[src/rtl/uart_rx_buffer.sv]
// uart_rx_buffer: 8N1 UART receiver feeding a small receive buffer.
// Latency: a byte reaches data/data_ready one clock after its stop-bit sample edge.
// Backpressure: none toward the line; a byte arriving to a full buffer with no pop is dropped and overflow latches.
//
// Ports: clk, rst_n (async active-low); rx (async serial, idle high, LSB first);
//        data/data_ready (buffer head, valid while data_ready=1); read_en pops the head;
//        count (bytes buffered); overflow (sticky, cleared by clear_errors);
//        framing_error (one-cycle pulse when a stop bit is sampled low).
// Build option: define UART_RX_BUFFER_FIFO_EN for a 2^FIFO_DEPTH_BITWIDTH-byte circular
//        FIFO; without it the buffer is one holding register and FIFO_DEPTH_BITWIDTH
//        only sets the width of count.
`timescale 1ns/1ps

module uart_rx_buffer #(
  parameter int CLK_FREQ            = 20_250_000,
  parameter int BAUD_RATE           = 115_200,
  parameter int FIFO_DEPTH_BITWIDTH = 3
) (
  input  logic                         clk,
  input  logic                         rst_n,
  input  logic                         rx,
  output logic [7:0]                   data,
  output logic                         data_ready,
  input  logic                         read_en,
  output logic [FIFO_DEPTH_BITWIDTH:0] count,
  output logic                         overflow,
  output logic                         framing_error,
  input  logic                         clear_errors
);

  localparam int BIT_TIME = CLK_FREQ / BAUD_RATE;
  localparam int HALF_BIT = BIT_TIME / 2;
  localparam int CNT_W    = (BIT_TIME > 1) ? $clog2(BIT_TIME) : 1;
  localparam logic [CNT_W-1:0] BIT_RELOAD  = CNT_W'(BIT_TIME - 1);
  // The cycle in which IDLE sees the falling edge is the first of the
  // BIT_TIME/2 clocks to mid-start-bit, so START counts one fewer. With
  // BIT_TIME=1 the edge sample already is mid-bit and START is skipped.
  localparam logic [CNT_W-1:0] HALF_RELOAD = CNT_W'((HALF_BIT > 0) ? HALF_BIT - 1 : 0);

  typedef enum logic [2:0] {ST_IDLE, ST_START, ST_DATA, ST_STOP, ST_BREAK} state_e;

  state_e           state_q, state_d;
  logic [CNT_W-1:0] cnt_q, cnt_d;
  logic [2:0]       bit_idx_q, bit_idx_d;
  logic [7:0]       shift_q, shift_d;
  logic             sync_meta_q, sync_meta_d;
  logic             rx_s_q, rx_s_d;
  logic             framing_error_q, framing_error_d;
  logic             overflow_q, overflow_d;
  logic             cnt_zero;
  logic             push_req, frame_err;
  logic             push_ok, pop, ovf_event;

  assign cnt_zero = (cnt_q == '0);

  // State register (also holds the receive datapath).
  always_ff @(posedge clk or negedge rst_n) begin
    if (!rst_n) begin
      state_q         <= ST_IDLE;
      cnt_q           <= '0;
      bit_idx_q       <= '0;
      shift_q         <= '0;
      sync_meta_q     <= 1'b1;
      rx_s_q          <= 1'b1;
      framing_error_q <= 1'b0;
      overflow_q      <= 1'b0;
    end else begin
      state_q         <= state_d;
      cnt_q           <= cnt_d;
      bit_idx_q       <= bit_idx_d;
      shift_q         <= shift_d;
      sync_meta_q     <= sync_meta_d;
      rx_s_q          <= rx_s_d;
      framing_error_q <= framing_error_d;
      overflow_q      <= overflow_d;
    end
  end

  // Next-state logic.
  always_comb begin
    state_d     = state_q;
    cnt_d       = cnt_q;
    bit_idx_d   = bit_idx_q;
    shift_d     = shift_q;
    sync_meta_d = rx;
    rx_s_d      = sync_meta_q;
    case (state_q)
      ST_IDLE: begin
        if (!rx_s_q) begin
          if (HALF_BIT == 0) begin
            state_d   = ST_DATA;
            cnt_d     = BIT_RELOAD;
            bit_idx_d = '0;
          end else begin
            state_d = ST_START;
            cnt_d   = HALF_RELOAD;
          end
        end
      end
      ST_START: begin
        if (cnt_zero) begin
          if (!rx_s_q) begin
            state_d   = ST_DATA;
            cnt_d     = BIT_RELOAD;
            bit_idx_d = '0;
          end else begin
            state_d = ST_IDLE;  // line went back high: glitch, not a start bit
          end
        end else begin
          cnt_d = cnt_q - CNT_W'(1);
        end
      end
      ST_DATA: begin
        if (cnt_zero) begin
          shift_d   = {rx_s_q, shift_q[7:1]};  // LSB arrives first
          cnt_d     = BIT_RELOAD;
          bit_idx_d = bit_idx_q + 3'd1;
          if (bit_idx_q == 3'd7) state_d = ST_STOP;
        end else begin
          cnt_d = cnt_q - CNT_W'(1);
        end
      end
      ST_STOP: begin
        if (cnt_zero) state_d = rx_s_q ? ST_IDLE : ST_BREAK;
        else          cnt_d   = cnt_q - CNT_W'(1);
      end
      ST_BREAK: begin
        if (rx_s_q) state_d = ST_IDLE;
      end
      default: state_d = ST_IDLE;
    endcase
  end

  // Outputs of the receiver FSM.
  always_comb begin
    push_req  = 1'b0;
    frame_err = 1'b0;
    if (state_q == ST_STOP && cnt_zero) begin
      push_req  = rx_s_q;
      frame_err = !rx_s_q;
    end
  end

  always_comb begin
    framing_error_d = frame_err;
    // An overflow in the same cycle as clear_errors must survive.
    overflow_d = ovf_event ? 1'b1 : (clear_errors ? 1'b0 : overflow_q);
  end

  assign framing_error = framing_error_q;
  assign overflow      = overflow_q;

`ifdef UART_RX_BUFFER_FIFO_EN
  localparam int DEPTH = 1 << FIFO_DEPTH_BITWIDTH;
  localparam int PW    = FIFO_DEPTH_BITWIDTH;

  logic [7:0]    mem_q [DEPTH];
  logic [PW-1:0] wr_ptr_q, wr_ptr_d, rd_ptr_q, rd_ptr_d;
  logic [PW:0]   count_q, count_d;
  logic          fifo_empty, fifo_full;

  always_comb begin
    fifo_empty = (count_q == '0);
    fifo_full  = (count_q == (PW+1)'(DEPTH));
    pop        = read_en && !fifo_empty;
    // A pop in the same cycle frees the slot, so a full FIFO still accepts.
    push_ok    = push_req && (!fifo_full || pop);
    ovf_event  = push_req && fifo_full && !pop;
    wr_ptr_d   = push_ok ? wr_ptr_q + PW'(1) : wr_ptr_q;
    rd_ptr_d   = pop ? rd_ptr_q + PW'(1) : rd_ptr_q;
    case ({push_ok, pop})
      2'b10:   count_d = count_q + (PW+1)'(1);
      2'b01:   count_d = count_q - (PW+1)'(1);
      default: count_d = count_q;
    endcase
  end

  // Storage needs no reset: it is only visible through the valid head.
  always_ff @(posedge clk) begin
    if (push_ok) mem_q[wr_ptr_q] <= shift_q;
  end

  always_ff @(posedge clk or negedge rst_n) begin
    if (!rst_n) begin
      wr_ptr_q <= '0;
      rd_ptr_q <= '0;
      count_q  <= '0;
    end else begin
      wr_ptr_q <= wr_ptr_d;
      rd_ptr_q <= rd_ptr_d;
      count_q  <= count_d;
    end
  end

  assign data_ready = !fifo_empty;
  assign data       = fifo_empty ? 8'h00 : mem_q[rd_ptr_q];
  assign count      = count_q;
`else
  logic [7:0] hold_q, hold_d;
  logic       full_q, full_d;

  always_comb begin
    pop       = read_en && full_q;
    push_ok   = push_req && (!full_q || pop);
    ovf_event = push_req && full_q && !pop;
    hold_d    = push_ok ? shift_q : hold_q;
    full_d    = push_ok ? 1'b1 : (pop ? 1'b0 : full_q);
  end

  always_ff @(posedge clk or negedge rst_n) begin
    if (!rst_n) begin
      hold_q <= '0;
      full_q <= 1'b0;
    end else begin
      hold_q <= hold_d;
      full_q <= full_d;
    end
  end

  assign data_ready = full_q;
  assign data       = full_q ? hold_q : 8'h00;
  assign count      = {{FIFO_DEPTH_BITWIDTH{1'b0}}, full_q};
`endif

endmodule

[config.mk]
export PLATFORM = sky130hd
export DESIGN_NAME = uart_rx_buffer
export DESIGN_NICKNAME = d
export VERILOG_FILES = /design/src/rtl/uart_rx_buffer.sv
export SDC_FILE = /design/constraint.sdc
export NUM_CORES = 1
export LEC_CHECK = 0
export ABC_AREA = 1
export CAP_MARGIN = 20
export CORE_MARGIN = 1.5
export CORE_UTILIZATION = 30
export CTS_CLUSTER_SIZE = 16
export DETAILED_ROUTE_END_ITERATION = 16
export GPL_TIMING_DRIVEN = 0
export PLACE_DENSITY = 0.54
export SETUP_SLACK_MARGIN = 0.1
export SYNTH_ARGS = -nofsm -noshare
export SYNTH_HDL_FRONTEND = slang
export SYNTH_SLANG_ARGS = --single-unit
[constraint.sdc]
create_clock -name clk -period 1.38 [get_ports clk]
set_input_delay 0.276 -clock clk [delete_from_list [all_inputs] [get_ports clk]]
set_output_delay 0.276 -clock clk [all_outputs]
set_load 0.01 [all_outputs]
Word-level counts from Yosys, hierarchy flattened
Cells that the tools add are included.
{"block": "word_totals", "out_inout_bits": 15, "inputBits": 5, "elab_cells": 71, "regBits": 35}
{"block": "classes", "reduce_logical": 19, "mux": 26, "n_eq_ne": 14, "addsub": 2}
{"op": "$mux 8", "count": 6}
{"op": "$pmux 8 s4", "count": 1}
{"op": "$mux 3", "count": 10}
{"op": "$ne 2x2->1 const B", "count": 8}
{"op": "$pmux 3 s5", "count": 1}
{"op": "$logic_not 8->1", "count": 1}
{"op": "$reduce_and 4->1", "count": 2}
{"op": "$sub 8x1->8 const B", "count": 1}
{"op": "$eq 3x2->1 const B", "count": 2}
{"op": "$eq 3x3->1 const B", "count": 2}
{"op": "$mux 1", "count": 6}
{"op": "$pmux 3 s2", "count": 1}
{"op": "$reduce_and 6->1", "count": 1}
{"op": "$reduce_bool 2->1", "count": 3}
{"op": "$logic_and 1x1->1", "count": 5}
{"op": "$reduce_bool 4->1", "count": 1}
{"op": "$add 3x1->3 const B", "count": 1}
{"op": "$eq 3x1->1 const B", "count": 1}
{"op": "$logic_not 1->1", "count": 3}
{"op": "$logic_not 3->1", "count": 1}
{"op": "$ne 3x3->1 const B", "count": 1}
{"op": "$mux 2", "count": 1}
{"op": "$reduce_and 2->1", "count": 1}
{"op": "$logic_or 1x1->1", "count": 1}

Longest topological paths before layout
{"block": "logic_depth", "depth_word": 6, "mapped_depth": 9, "mapped_depth_nobuf": 9}

Worst setup path before layout
No wires, ideal clock.
{"block": "synth_path", "path_type": "register to register", "startpoint": "reg cnt_q[0]", "endpoint": "reg hold_q[0]", "slack_ns": -0.087, "path_stages_with_launch": 9, "setup_ns": 0.117, "n_path_buf": 1, "required_ns": 1.263, "arrival_time_ns": 1.350, "cell_sequence": "dfrtp_1 -> inv_1 -> ha_1 -> nand3_2 -> nor2_8 -> nand4_4 -> buf_6 -> nand2_1 -> o21ai_2"}
{"block": "synth_via", "elab_chain_len": 4}
{"item": "start, declared", "line": "43", "rtl": "logic [CNT_W-1:0] cnt_q, cnt_d;"}
{"item": "start signal, assigned", "line": "69", "rtl": "cnt_q <= cnt_d;"}
{"item": "$logic_not 8->1", "line": "54", "rtl": "assign cnt_zero = (cnt_q == '0);"}
{"item": "$logic_and 1x1->1", "line": "138", "rtl": "if (state_q == ST_STOP && cnt_zero) begin"}
{"item": "$mux 1", "line": "138"}
{"item": "$logic_and 1x1->1", "line": "204", "rtl": "push_ok = push_req && (!full_q || pop);"}
{"item": "end signal, assigned", "line": "215", "rtl": "hold_q <= hold_d;"}
{"item": "end, declared", "line": "199", "rtl": "logic [7:0] hold_q, hold_d;"}
No other way between the ends.
A chain may end at the register's enable or synchronous reset.

Worst setup path after layout
{"block": "layout_path", "startpoint": "reg cnt_q[4]", "endpoint": "reg hold_q[7]"}
The elaborated chain is that of the path after synthesis.

==> reports/metrics.cfg <==
[sta]
holdWs_ns = 0.07483
hold_viol = 0
finalCritPeriodShare_pct = 104.7
rsz0062_at_grt = yes
fmax_ghz = 0.6920
finalClockSkew_ns = 0.002825
slew_headroom_pct = 47.19
fin_crit_ns = 1.445
drv_slew = 0
setup_slack_ns = -0.06508
max_slew.worst_pin.slew_ns = 0.7921
setup_violations = 26

[setup_path]
worst-endpoint-required_ns = 1.56
critPathMaxFanout = 10
worst-setup-path-type = reg -> reg
cp-start-kind = flop
crit_start = cnt_q[4]
reg2reg_from = cnt_q[4]
cp.arrival_ns = 1.63
reg2reg_slack_ns = -0.07
endpoint_kind = flop

[yosys]
ys.flop_type = dfrtp_1
synth.ff_latch_count = 35
synth_area_sq_um = 1876
synth_warnings = 0
syn_area_per_cell_sq_um = 8.119
synthArstFlopShare_pct = 100.0
yosysSeqAreaShare_pct = 46.83
synth_cells = 231
synth_edf_count = 0
yosysUniqueCellTypes = 30

[detailed_routing]
drc_errors = 0
antenna_left = 0
vias = 1561
wl_per_cell_um = 11.18
routed_wl_um = 3979
drt_iter0_drc = 54
vias_per_cell = 4.385
drtPass1Iterations = 4

[global_routing]
grt.total_usage_pct = 13.71
antenna_found_initial = 0
grt-ovfl-total = 0
grt_max_degree = 36
grt_pass1_vias = 1541
grt_pass1_wl_um = 6975

[power]
power_density_nw_per_um2 = 825.1
ir_drop_mv = 0.4504
leakage_nw = 1.404

[floorplanning]
pin_count = 20
die_h_um = 82.07
initial_utilization_pct = 31.31
num_rows = 28
core_area_sq_um = 5991
dieArea_sq_um = 6735
die_x_um = 82.07

[flow_run]
maxCapViolations = 0

[cts]
hold_buffers = 0
cts_buffers = 5
clk_pin_slew_ns = 0.07
root_buffer = clkbuf_8
clock_sinks = 35
cts_tree = done
cts.path.max_buffers = 2
clk_latency_ns = 0.29
h-tree-depth = 2

[min_path]
hold_class = in -> async

[layout]
drive_above_1_share_pct = 43.06
fin_nets = 289
layout_commonest_cell = nand2_1
mostFrequentLayoutCells = 48 x nand2_1, 28 x dfrtp_1, 27 x inv_1
areaGrowthSynthToFinish_pct = 41.49
diodes = 0
nFillCells = 591
final_util_pct = 44.30

[status]
violations = negative setup slack
status = finished, violations left

[placement]
gp_congestion = 0.7945
hpwl_um = 2691
place.port_buffers = 16

==> stage by stage <==
| stage | setup slack [ns] | setup TNS (ns) | area [sq um] | std cells | total power, W |
|---|---|---|---|---|---|
| 2_1_floorplan | 0.03352 | 0 | 1921 | 233 | 0.001067 |
| 3_3_place_gp | -0.8433 | -32.01 | 2175 | 324 | 0.001103 |
| 3_5_place_dp | -0.1618 | -3.769 | 2170 | 324 | 0.001101 |
| 4_1_cts | -0.07640 | -1.195 | 2466 | 351 | 0.002225 |
| 5_1_grt | -0.1452 | -3.463 | 2654 | 356 | 0.002278 |
| 6_report | -0.06508 | -0.7302 | 2654 | 356 | 0.002190 |
==> sequential cells by signal, indices dropped and copies added (netlist names) <==
name,cells
bit_idx_q,3
cnt_q,8
data_ready,1
framing_error,1
hold_q,8
overflow,1
rx_s_d,1
rx_s_q,1
shift_q,8
state_q,3
==> report_power, final <==
group          switching (W)  total [W]  internal, W
clock network       0.000382    0.00110     0.000722
registers         0.00000261    0.00103      0.00103
logic              0.0000334  0.0000524    0.0000190
total               0.000418    0.00219      0.00177
==> cells by family after synthesis <==
| group | after synthesis | synth area share (%) |
|---|---|---|
| simple gates | 116 | 30.02 |
| other cells | 1 | 0.1999 |
| fa+ha+maj | 4 | 2.669 |
| buf+inv | 46 | 10.87 |
| compound gates | 29 | 9.406 |
| flops | 35 | 46.83 |
==> metal layers <==
metal	up-vias	GRT usage (%)	wire, um
met3	6	3.000	119
met2	19	22.05	1849
li1	808	-	-
met4	0	5.593	74
met5	-	0	0
met1	728	17.75	1935
==> repair_timing <==
action                                  CTS  global route
gates cloned                              1             0
endpoints found under the setup margin   42            43
gates resized for setup                  62            47
buffers inserted                         18             5
pin swaps                                 5             5
==> critical path, cell delays in order, from the launching register on <==
cell     delay (ns)
dfrtp_2        0.44
nor2_2         0.16
nand2_4        0.09
nor2_8         0.22
nand4_4        0.14
buf_6          0.18
nand2_2        0.06
o21ai_2        0.04
==> synthesized netlist by cell type (2+ instances only) <==
| library cell | number | area, sq um |
|---|---|---|
| nand3_1 | 19 | 95.09 |
| o21ai_0 | 4 | 20.02 |
| buf_6 | 2 | 22.52 |
| dfstp_2 | 2 | 52.55 |
| nand4_1 | 2 | 12.51 |
| o21ai_1 | 15 | 75.07 |
| nor2_4 | 2 | 22.52 |
| inv_1 | 34 | 127.6 |
| buf_4 | 4 | 30.03 |
| o21ai_2 | 8 | 70.07 |
| inv_2 | 5 | 18.77 |
| nand2_1 | 69 | 259.0 |
| ha_1 | 4 | 50.05 |
| nor2_1 | 12 | 45.04 |
| dfrtp_1 | 33 | 825.8 |
| nor2_2 | 2 | 12.51 |
==> final cells by class <==
cell class              count  area (sq um)  share of cell area (%)
plain buffers               7         71.32                   2.687
clock buffers               6         72.57                   2.735
clock inverters             2         60.06                   2.263
inverters                  39         151.4                   5.705
multi-input cells         152         957.2                   36.07
flip-flops and latches     35         884.6                   33.33
well taps                  75         93.84                   3.536
repair buffers             40         362.8                   13.67
==> worst paths after layout <==
kind,depth (start not counted),endpoint
setup reg to reg,7,hold_q[7]
max in group asynchronous,1,data_ready
hold / removal,1,state_q[0]
setup / recovery,7,hold_q[7]
hold reg to reg,0,rx_s_q
min in group clk,0,rx_s_q
Note: power is estimated with default switching activity, not from simulation.
